==> config.mk <==
export PLATFORM = sky130hd
export DESIGN_NAME = flash_cmd_engine
export DESIGN_NICKNAME = d
export VERILOG_FILES = /design/src/rtl/flash_pkg.sv /design/src/rtl/flash_erase_walker.sv /design/src/rtl/flash_cmd_engine.sv
export SDC_FILE = /design/constraint.sdc
export NUM_CORES = 1
export LEC_CHECK = 0
export BUFFER_PORTS_ARGS = -buffer_cell sky130_fd_sc_hd__buf_2
export CORE_UTILIZATION = 46
export CTS_CLUSTER_SIZE = 16
export DETAILED_ROUTE_END_ITERATION = 8
export PLACE_DENSITY_LB_ADDON = 0.1
export SETUP_SLACK_MARGIN = 0.5
export SKIP_CTS_REPAIR_TIMING = 1
export SYNTH_ARGS = -nofsm -noshare
export SYNTH_HDL_FRONTEND = slang
export SYNTH_SLANG_ARGS = --single-unit
export TNS_END_PERCENT = 50
==> constraint.sdc <==
create_clock -name clk -period 6.6 [get_ports clk]
set_clock_uncertainty 0.15 [all_clocks]
set_input_delay 1.32 -clock clk [delete_from_list [all_inputs] [get_ports clk]]
set_output_delay 1.32 -clock clk [all_outputs]
set_load 0.02 [all_outputs]
==> src/rtl/flash_pkg.sv <==
// flash_pkg: shared state encoding and command constants for the flash command engine.
package flash_pkg;
  typedef enum logic [3:0] {
    READ, UNLK1, UNLK2, PROG, ASEL, E_80, E_UNLK1, E_UNLK2, BUSY_PROG, BUSY_ERASE
  } flash_state_t;
  localparam logic [7:0] CMD_UNLK1 = 8'hAA;
  localparam logic [7:0] CMD_UNLK2 = 8'h55;
  localparam logic [7:0] CMD_PROG  = 8'hA0;
  localparam logic [7:0] CMD_ASEL  = 8'h90;
  localparam logic [7:0] CMD_ERASE = 8'h80;
  localparam logic [7:0] CMD_SECT  = 8'h30;
  localparam logic [7:0] CMD_CHIP  = 8'h10;
  localparam logic [7:0] CMD_RESET = 8'hF0;
  localparam logic [11:0] ADDR_UNLK1 = 12'hAAA;
  localparam logic [11:0] ADDR_UNLK2 = 12'h555;
endpackage

==> src/rtl/flash_erase_walker.sv <==
// flash_erase_walker: steps an erase window one byte per ram_ack and pulses done on the final ack.
module flash_erase_walker #(
  parameter int ADDR_W = 23,
  parameter int CW = 24
) (
  input  logic              clk,
  input  logic              reset,
  input  logic              start,
  input  logic [ADDR_W-1:0] base,
  input  logic [CW-1:0]     len,
  input  logic              ack,
  output logic              req,
  output logic [ADDR_W-1:0] addr,
  output logic              done
);
  logic [CW-1:0] cur, left;
  assign req = left != '0;
  assign done = req && ack && left == CW'(1);
  assign addr = cur[ADDR_W-1:0];
  always_ff @(posedge clk or posedge reset)
    if (reset) begin
      cur <= '0;
      left <= '0;
    end else if (start) begin
      cur <= CW'(base);
      left <= len;
    end else if (req && ack) begin
      cur <= cur + CW'(1);
      left <= left - CW'(1);
    end
endmodule

==> src/rtl/flash_cmd_engine.sv <==
// flash_cmd_engine: AMD/JEDEC NOR command interpreter writing an SDRAM backing store.
// Define FLASH_CHIP_ERASE_EN to accept the AAA<-10 chip-erase command.
module flash_cmd_engine
  import flash_pkg::*;
#(
  parameter int ADDR_W = 23,
  parameter int SECTOR_W = 16,
  parameter logic [7:0] MANUF_ID = 8'h01,
  parameter logic [7:0] DEVICE_ID = 8'h7E
) (
  input  logic              clk,
  input  logic              reset,
  input  logic              ce,
  input  logic [ADDR_W-1:0] addr,
  input  logic [7:0]        din,
  input  logic              wr,
  input  logic              rd,
  output logic [7:0]        dout,
  output logic              dout_ovr,
  output logic              busy,
  output logic [ADDR_W-1:0] ram_addr,
  output logic [7:0]        ram_din,
  output logic              ram_req,
  input  logic              ram_ack
);
`ifdef FLASH_CHIP_ERASE_EN
  localparam int CW = ADDR_W + 1;
`else
  localparam int CW = ADDR_W;
`endif
  flash_state_t state, nxt;
  logic bw, br, tgl, prog_req, chip, start, walk_req, walk_done;
  logic [7:0] prog_din;
  logic [11:0] a;
  logic [ADDR_W-1:0] prog_addr, walk_addr, base;
  logic [CW-1:0] len;
  assign bw = ce & wr;
  assign br = ce & rd;
  assign a = addr[11:0];
`ifdef FLASH_CHIP_ERASE_EN
  assign chip = a == ADDR_UNLK1 && din == CMD_CHIP;
  assign len = chip ? CW'(1) << ADDR_W : CW'(1) << SECTOR_W;
`else
  assign chip = 1'b0;
  assign len = CW'(1) << SECTOR_W;
`endif
  assign base = chip ? '0 : addr & ~((ADDR_W'(1) << SECTOR_W) - ADDR_W'(1));
  assign busy = state == BUSY_PROG || state == BUSY_ERASE;
  assign dout_ovr = busy || state == ASEL;
  assign dout = state == BUSY_PROG  ? {~prog_din[7], tgl, 6'b000000} :
                state == BUSY_ERASE ? {1'b0, tgl, 6'b001000} :
                state != ASEL       ? 8'hFF :
                addr[7:0] == 8'h00  ? MANUF_ID :
                addr[7:0] == 8'h02  ? DEVICE_ID : 8'h00;
  assign ram_req = prog_req | walk_req;
  assign ram_addr = state == BUSY_ERASE ? walk_addr : prog_addr;
  assign ram_din = state == BUSY_ERASE ? 8'hFF : prog_din;
  always_ff @(posedge clk or posedge reset)
    if (reset) state <= READ;
    else state <= nxt;
  always_comb begin
    nxt = state;
    start = 1'b0;
    if (bw && !busy) begin
      if (din == CMD_RESET) nxt = READ;
      else
        case (state)
          READ:    nxt = a == ADDR_UNLK1 && din == CMD_UNLK1 ? UNLK1 : READ;
          UNLK1:   nxt = a == ADDR_UNLK2 && din == CMD_UNLK2 ? UNLK2 : READ;
          UNLK2:   nxt = a != ADDR_UNLK1  ? READ :
                         din == CMD_PROG  ? PROG :
                         din == CMD_ASEL  ? ASEL :
                         din == CMD_ERASE ? E_80 : READ;
          E_80:    nxt = a == ADDR_UNLK1 && din == CMD_UNLK1 ? E_UNLK1 : READ;
          E_UNLK1: nxt = a == ADDR_UNLK2 && din == CMD_UNLK2 ? E_UNLK2 : READ;
          E_UNLK2: begin
            start = din == CMD_SECT || chip;
            nxt = start ? BUSY_ERASE : READ;
          end
          PROG:    nxt = BUSY_PROG;
          default: nxt = state;
        endcase
    end
    if (state == BUSY_PROG && prog_req && ram_ack) nxt = READ;
    if (state == BUSY_ERASE && walk_done) nxt = READ;
  end
  always_ff @(posedge clk or posedge reset)
    if (reset) begin
      prog_addr <= '0;
      prog_din <= 8'hFF;
      prog_req <= 1'b0;
      tgl <= 1'b0;
    end else begin
      if (state == PROG && nxt == BUSY_PROG) begin
        prog_addr <= addr;
        prog_din <= din;
        prog_req <= 1'b1;
      end else if (prog_req && ram_ack) prog_req <= 1'b0;
      // a write in the same cycle as a read freezes the toggle bit
      tgl <= nxt == READ ? 1'b0 : busy && br && !bw ? ~tgl : tgl;
    end
  flash_erase_walker #(.ADDR_W(ADDR_W), .CW(CW)) u_walker (
    .clk(clk),
    .reset(reset),
    .start(start),
    .base(base),
    .len(len),
    .ack(ram_ack),
    .req(walk_req),
    .addr(walk_addr),
    .done(walk_done)
  );
endmodule

Word level (Yosys, flattened, before mapping)

Index checks and enable logic that the tools add are counted.

Bits in registers: 83
Latch bits: 0
Memory bits (writable): 0
Bits in read-only memories: 0
Input port bits: 37
Output and inout bits: 42
Word-level logic and storage cells: 92
Memories: 0

Add/sub/neg operators: 2
Multiply operators: 0
Div/mod/pow operators: 0
Order comparisons: 0
Equal/unequal tests: 23
Shift operators: 0
Multiplexer cells: 32
Bitwise gates (word level): 5
Reduce and logical (&&, ||, !) cells: 23

Operators by type and width:

| cell                    | number |
|---|---|
| $mux W23                | 5 |
| $eq A8 B8 Y1 const B    | 5 |
| $mux W8                 | 4 |
| $pmux W4 S7             | 1 |
| $add A23 B1 Y23 const B | 1 |
| $eq A23 B1 Y1 const B   | 1 |
| $reduce_bool A23 Y1     | 1 |
| $sub A23 B1 Y23 const B | 1 |
| $mux W4                 | 5 |
| $mux W3                 | 6 |
| $eq A4 B3 Y1 const B    | 4 |
| $mux W7                 | 2 |
| $eq A12 B11 Y1 const B  | 1 |
| $eq A12 B12 Y1 const B  | 1 |
| $eq A4 B4 Y1 const B    | 3 |
| $logic_and A1 B1 Y1     | 12 |
| $ne A12 B12 Y1 const B  | 1 |
| $eq A4 B2 Y1 const B    | 2 |
| $eq A8 B2 Y1 const B    | 1 |
| $eq A8 B6 Y1 const B    | 1 |
| $eq A8 B7 Y1 const B    | 1 |
| $logic_not A4 Y1        | 2 |
| $logic_not A8 Y1        | 1 |
| $mux W1                 | 8 |
| other kinds (9)         | 15 |

Longest topological paths before layout

Depth in word-level cells: 13
Depth in mapped cells: 10
Mapped depth without buffers: 7

Hierarchy

A second synthesis with hierarchy kept.

Cells, all modules: 519
Area, all modules: 5381.4 um^2

By module, submodules not included:

| module             | times used | cells an instance | area each (um^2) | seq. area each (um^2) |
|---|---|---|---|---|
| flash_erase_walker | 1          | 317               | 3002.9           | 1151.1 |
| flash_cmd_engine   | 1          | 202               | 2378.5           | 935.9 |

Worst setup path before layout

Ideal clock, no wire load.

Kind: in2out
From: input port addr[0]
To: output port dout[3]
Arrival time: 2.896 ns
Data required time: 5.130 ns
Path slack: 2.234 ns
Cell stages on the path: 3
Buffers on the path: 0
Cell sequence: or4b_1 -> o21ai_0 -> or2_2

Cells in the longest elaborated chain, start to end: 6
Elaborated cells on any way between the ends: 7
Classes of those cells: eq/ne: 1; mux: 5; reduce/logical: 1

RTL lines:

| what            | line                   | text |
|---|---|---|
| start, declared | flash_cmd_engine.sv:14 | `input logic [ADDR_W-1:0] addr,` |
| $eq A8 B2 Y1    | flash_cmd_engine.sv:54 | `addr[7:0] == 8'h02 ? DEVICE_ID : 8'h00;` |
| $mux W7         | flash_cmd_engine.sv:54 |  |
| $mux W7 (*)     | flash_cmd_engine.sv:53 | `addr[7:0] == 8'h00 ? MANUF_ID :` |
| $mux W8 (*)     | flash_cmd_engine.sv:52 | `state != ASEL ? 8'hFF :` |
| $mux W8 (*)     | flash_cmd_engine.sv:51 | `state == BUSY_ERASE ? {1'b0, tgl, 6'b001000} :` |
| $mux W8 (*)     | flash_cmd_engine.sv:50 | `assign dout = state == BUSY_PROG ? {~prog_din[7], tgl, 6'b000000} :` |
| end, declared   | flash_cmd_engine.sv:18 | `output logic [7:0] dout,` |

Mark *: on every way between the ends. The rest lies on a longest branch, timed or not.

Worst setup path in the final report

Ends and elaborated chain as after synthesis.

==> impl_results.md <==
* Status: completed
* Largest cells by area after synthesis: dfrtp_1, mux2_2, dfstp_2
* Internal Power at between 1000 and 1500 uW
* Die width at approximately 100 um
* Commonest non-fill, non-tap cell in the layout: buf_2
* DP HPWL at 7290 um
* Sw Share at 0.387
* Initial Utilization at 0.476
* Post-Syn Area at about 4600 um^2
* Placer Congestion at 0.923
* Gate power share at 0.415
* Largest family of logic cells by synthesized area: simple AND/OR/NAND/NOR gates
* Post-synthesis adder-cell area fraction at 0.00807
* Syn nets at 484
* Sw power at around 810 uW
* Post-synthesis sequential element count at 83
* Core area at between 9000 and 10,000 um^2
* Lkg Pwr at roughly 0.0024 uW
* Biggest area consumer among synthesized cells: dfrtp_1
* Antenna Cells at 0
* Vias in the first global route at 3,424
* Clk buf depth at 2
* Clk Latency, worst-skew pair at approximately 0.35 ns
* Final setup fails at 0
* Seq pwr share at 0.395
* Tcrit/Tclk final at 0.659
* CTS Buf Count at 9
* Via count at between 3k and 4k
* Placed cells at roughly 640
* Row cnt at 36
* DRT iter0 DRCs at 167
* Most frequent cells in the layout: buf_2, dfrtp_1, mux2_2
* Fin crit period at approximately 4.3 ns
* PnR Total Power at approximately 2100 uW
* Share of layout cells above drive strength 1 at 0.349
* Port bufs at 78
* Finished Layout Cells at 651
* Clock root buffer: clkbuf_8
* TritonCTS clock tree: built
* Synth Area in XOR/XNOR at 0.0753
* Synth Instances at approximately 440
* Critical path class: input pin to output pin
* Least-Margin Pin Slew at 0.879 ns
* Vias per inst at between 5 and 6
* Hold Vio Cnt, Final at 0
* Syn Area/Cell at 10.5 um^2
* Die ar. at between 10,000 and 15,000 um^2
* Initial antenna violation count at 0
* Final Core Density at 0.544
* DRT Wirelength at about 10,000 um
* Max Fclk at approximately 230 MHz
* Synth cell types at 56
* CP arrival at between 2 and 3 ns
* Setup tns final at 0 ns
* Critical Path End Type: output pin
* Post-synth top area share at 0.404
* Synth Area in Simple Gates at 0.235
* Relative slew slack at 0.414
* Max-slew violation count at 0
* Max-Cap Viols at 0
* Post-synthesis mux area share at 0.133
* Wirelength per Cell at 16.1 um
* Synth Area in Compound Gates at 0.0600
* DIE HEIGHT at ~100 um
* CP required at between 5 and 6 ns
* HP Class: flip-flop to flip-flop
* EDFF count, synth at 0
* Pre-antenna DRT Iters at 4
* Synth Warn # at 0
* Io pins at between 70 and 80
* Pin count of the biggest net entering global routing at 54
* Area grow syn2layout at 14.4%
* Clock network fraction of total power at 0.190
* RSZ-0062 raised after global routing: false
* Worst IR Drop VDD at approximately 0.15 mV
* Filler instances at about 900
* Net count reported at finish at about 550
* CP max FO at 6
* DR DRC count at 0
* Global Route Usage Sum at 0.210
* Worst-path clk slew at 0.08 ns
* Congestion Overflow GR at 0
* Top_reg_cell synth: dfrtp_1
* H-tree depth at 3
* Hold_ws at around 0.36 ns
* Post-DRT Antenna Nets at 0
* CTS Sinks at 83
* Startpoint types: input pin
* Pwr dens at 393 nW/um^2
* Global-route wire length before repair at 17,200 um
* Sequential area share after synthesis at 0.449
* Async SR Flop Fraction at 1.00
## synthesized netlist by cell type, drive strengths merged (2+ instances only)
cell type,count
mux2,54
a41o,2
and2b,2
or3,5
and4,4
and3,4
nor4b,7
dfrtp,75
a21oi,5
nand3,11
nor3b,6
ha,3
xnor2,24
nor3,16
o41a,3
buf,10
or4,4
nand3b,6
o21ai,13
clkbuf,14
or4b,2
o31ai,4
dfstp,8
or2,10
inv,11
nand2,20
xor2,16
and4b,2
nand4b,5
nor4,10
a21o,2
nand4,12
nand2b,5
nor2,54
## worst paths after layout
| check | to | depth (start not counted) | slack, ns | start |
|---|---|---|---|---|
| setup / recovery | dout[3] | 5 | 2.25 | addr[0] |
| hold / removal | prog_addr[5] | 1 | 0.36 | prog_addr[5] |
| setup reg to reg | prog_addr[3] | 6 | 3.73 | u_walker.left[5] |
| hold reg to reg | prog_addr[5] | 1 | 0.36 | prog_addr[5] |
| max in group asynchronous | state[2] | 3 | 4.39 | reset |
| min in group asynchronous | prog_addr[20] | 2 | 0.87 | reset |
## worst max-delay path: stages
cell,delay (ns)
buf_2,0.11
or4b_1,0.53
o21ai_0,0.55
or2_2,0.21
buf_2,0.15
## kinds of logic after synthesis
family          count (synthesis)
simple gates                  190
flops                          83
mux                            55
xor+xnor                       40
compound gates                 38
buf+inv                        35
fa+ha+maj                       3
## through the flow
step	area, um^2	setup slack (ns)
after floorplan	4650	2.23
after global placement	5110	2.29
after detailed placement	5110	2.23
after CTS	5320	2.23
after global routing	5320	2.11
final	5320	2.25
## layer usage
| metal | up-vias | global-route usage | wire (um) |
|---|---|---|---|
| li1 | 1722 | - | - |
| met1 | 1769 | 0.300 | 5020 |
| met2 | 54 | 0.336 | 5120 |
| met3 | 8 | 0.0298 | 245 |
| met4 | 0 | 0.0549 | 77 |
| met5 | - | 0 | 0 |
## power groups by stage
stage	clock network [uW]	logic, uW	registers (uW)
floorplan	0	693	772
global placement	0	861	827
detailed placement	0	874	837
CTS	407	878	827
global route	429	954	850
finish	397	868	827
## area by class of cell
type                       count  area [um^2]  area share
multi-input combinational    326         2390       0.450
inverter                      11         42.5     0.00800
sequential                    83         2090       0.392
clock inverter                 5         78.8      0.0148
timing repair buffer          82          420      0.0790
clock buffer                  11          131      0.0247
tap                          133          166      0.0313
## flip-flops by register name, indices dropped and copies added, names as in the netlist
| name | cells |
|---|---|
| prog_addr | 23 |
| tgl | 1 |
| prog_req | 1 |
| u_walker.addr | 23 |
| prog_din | 8 |
| state | 4 |
| u_walker.left | 23 |
Power figures use the tool's default switching activity.
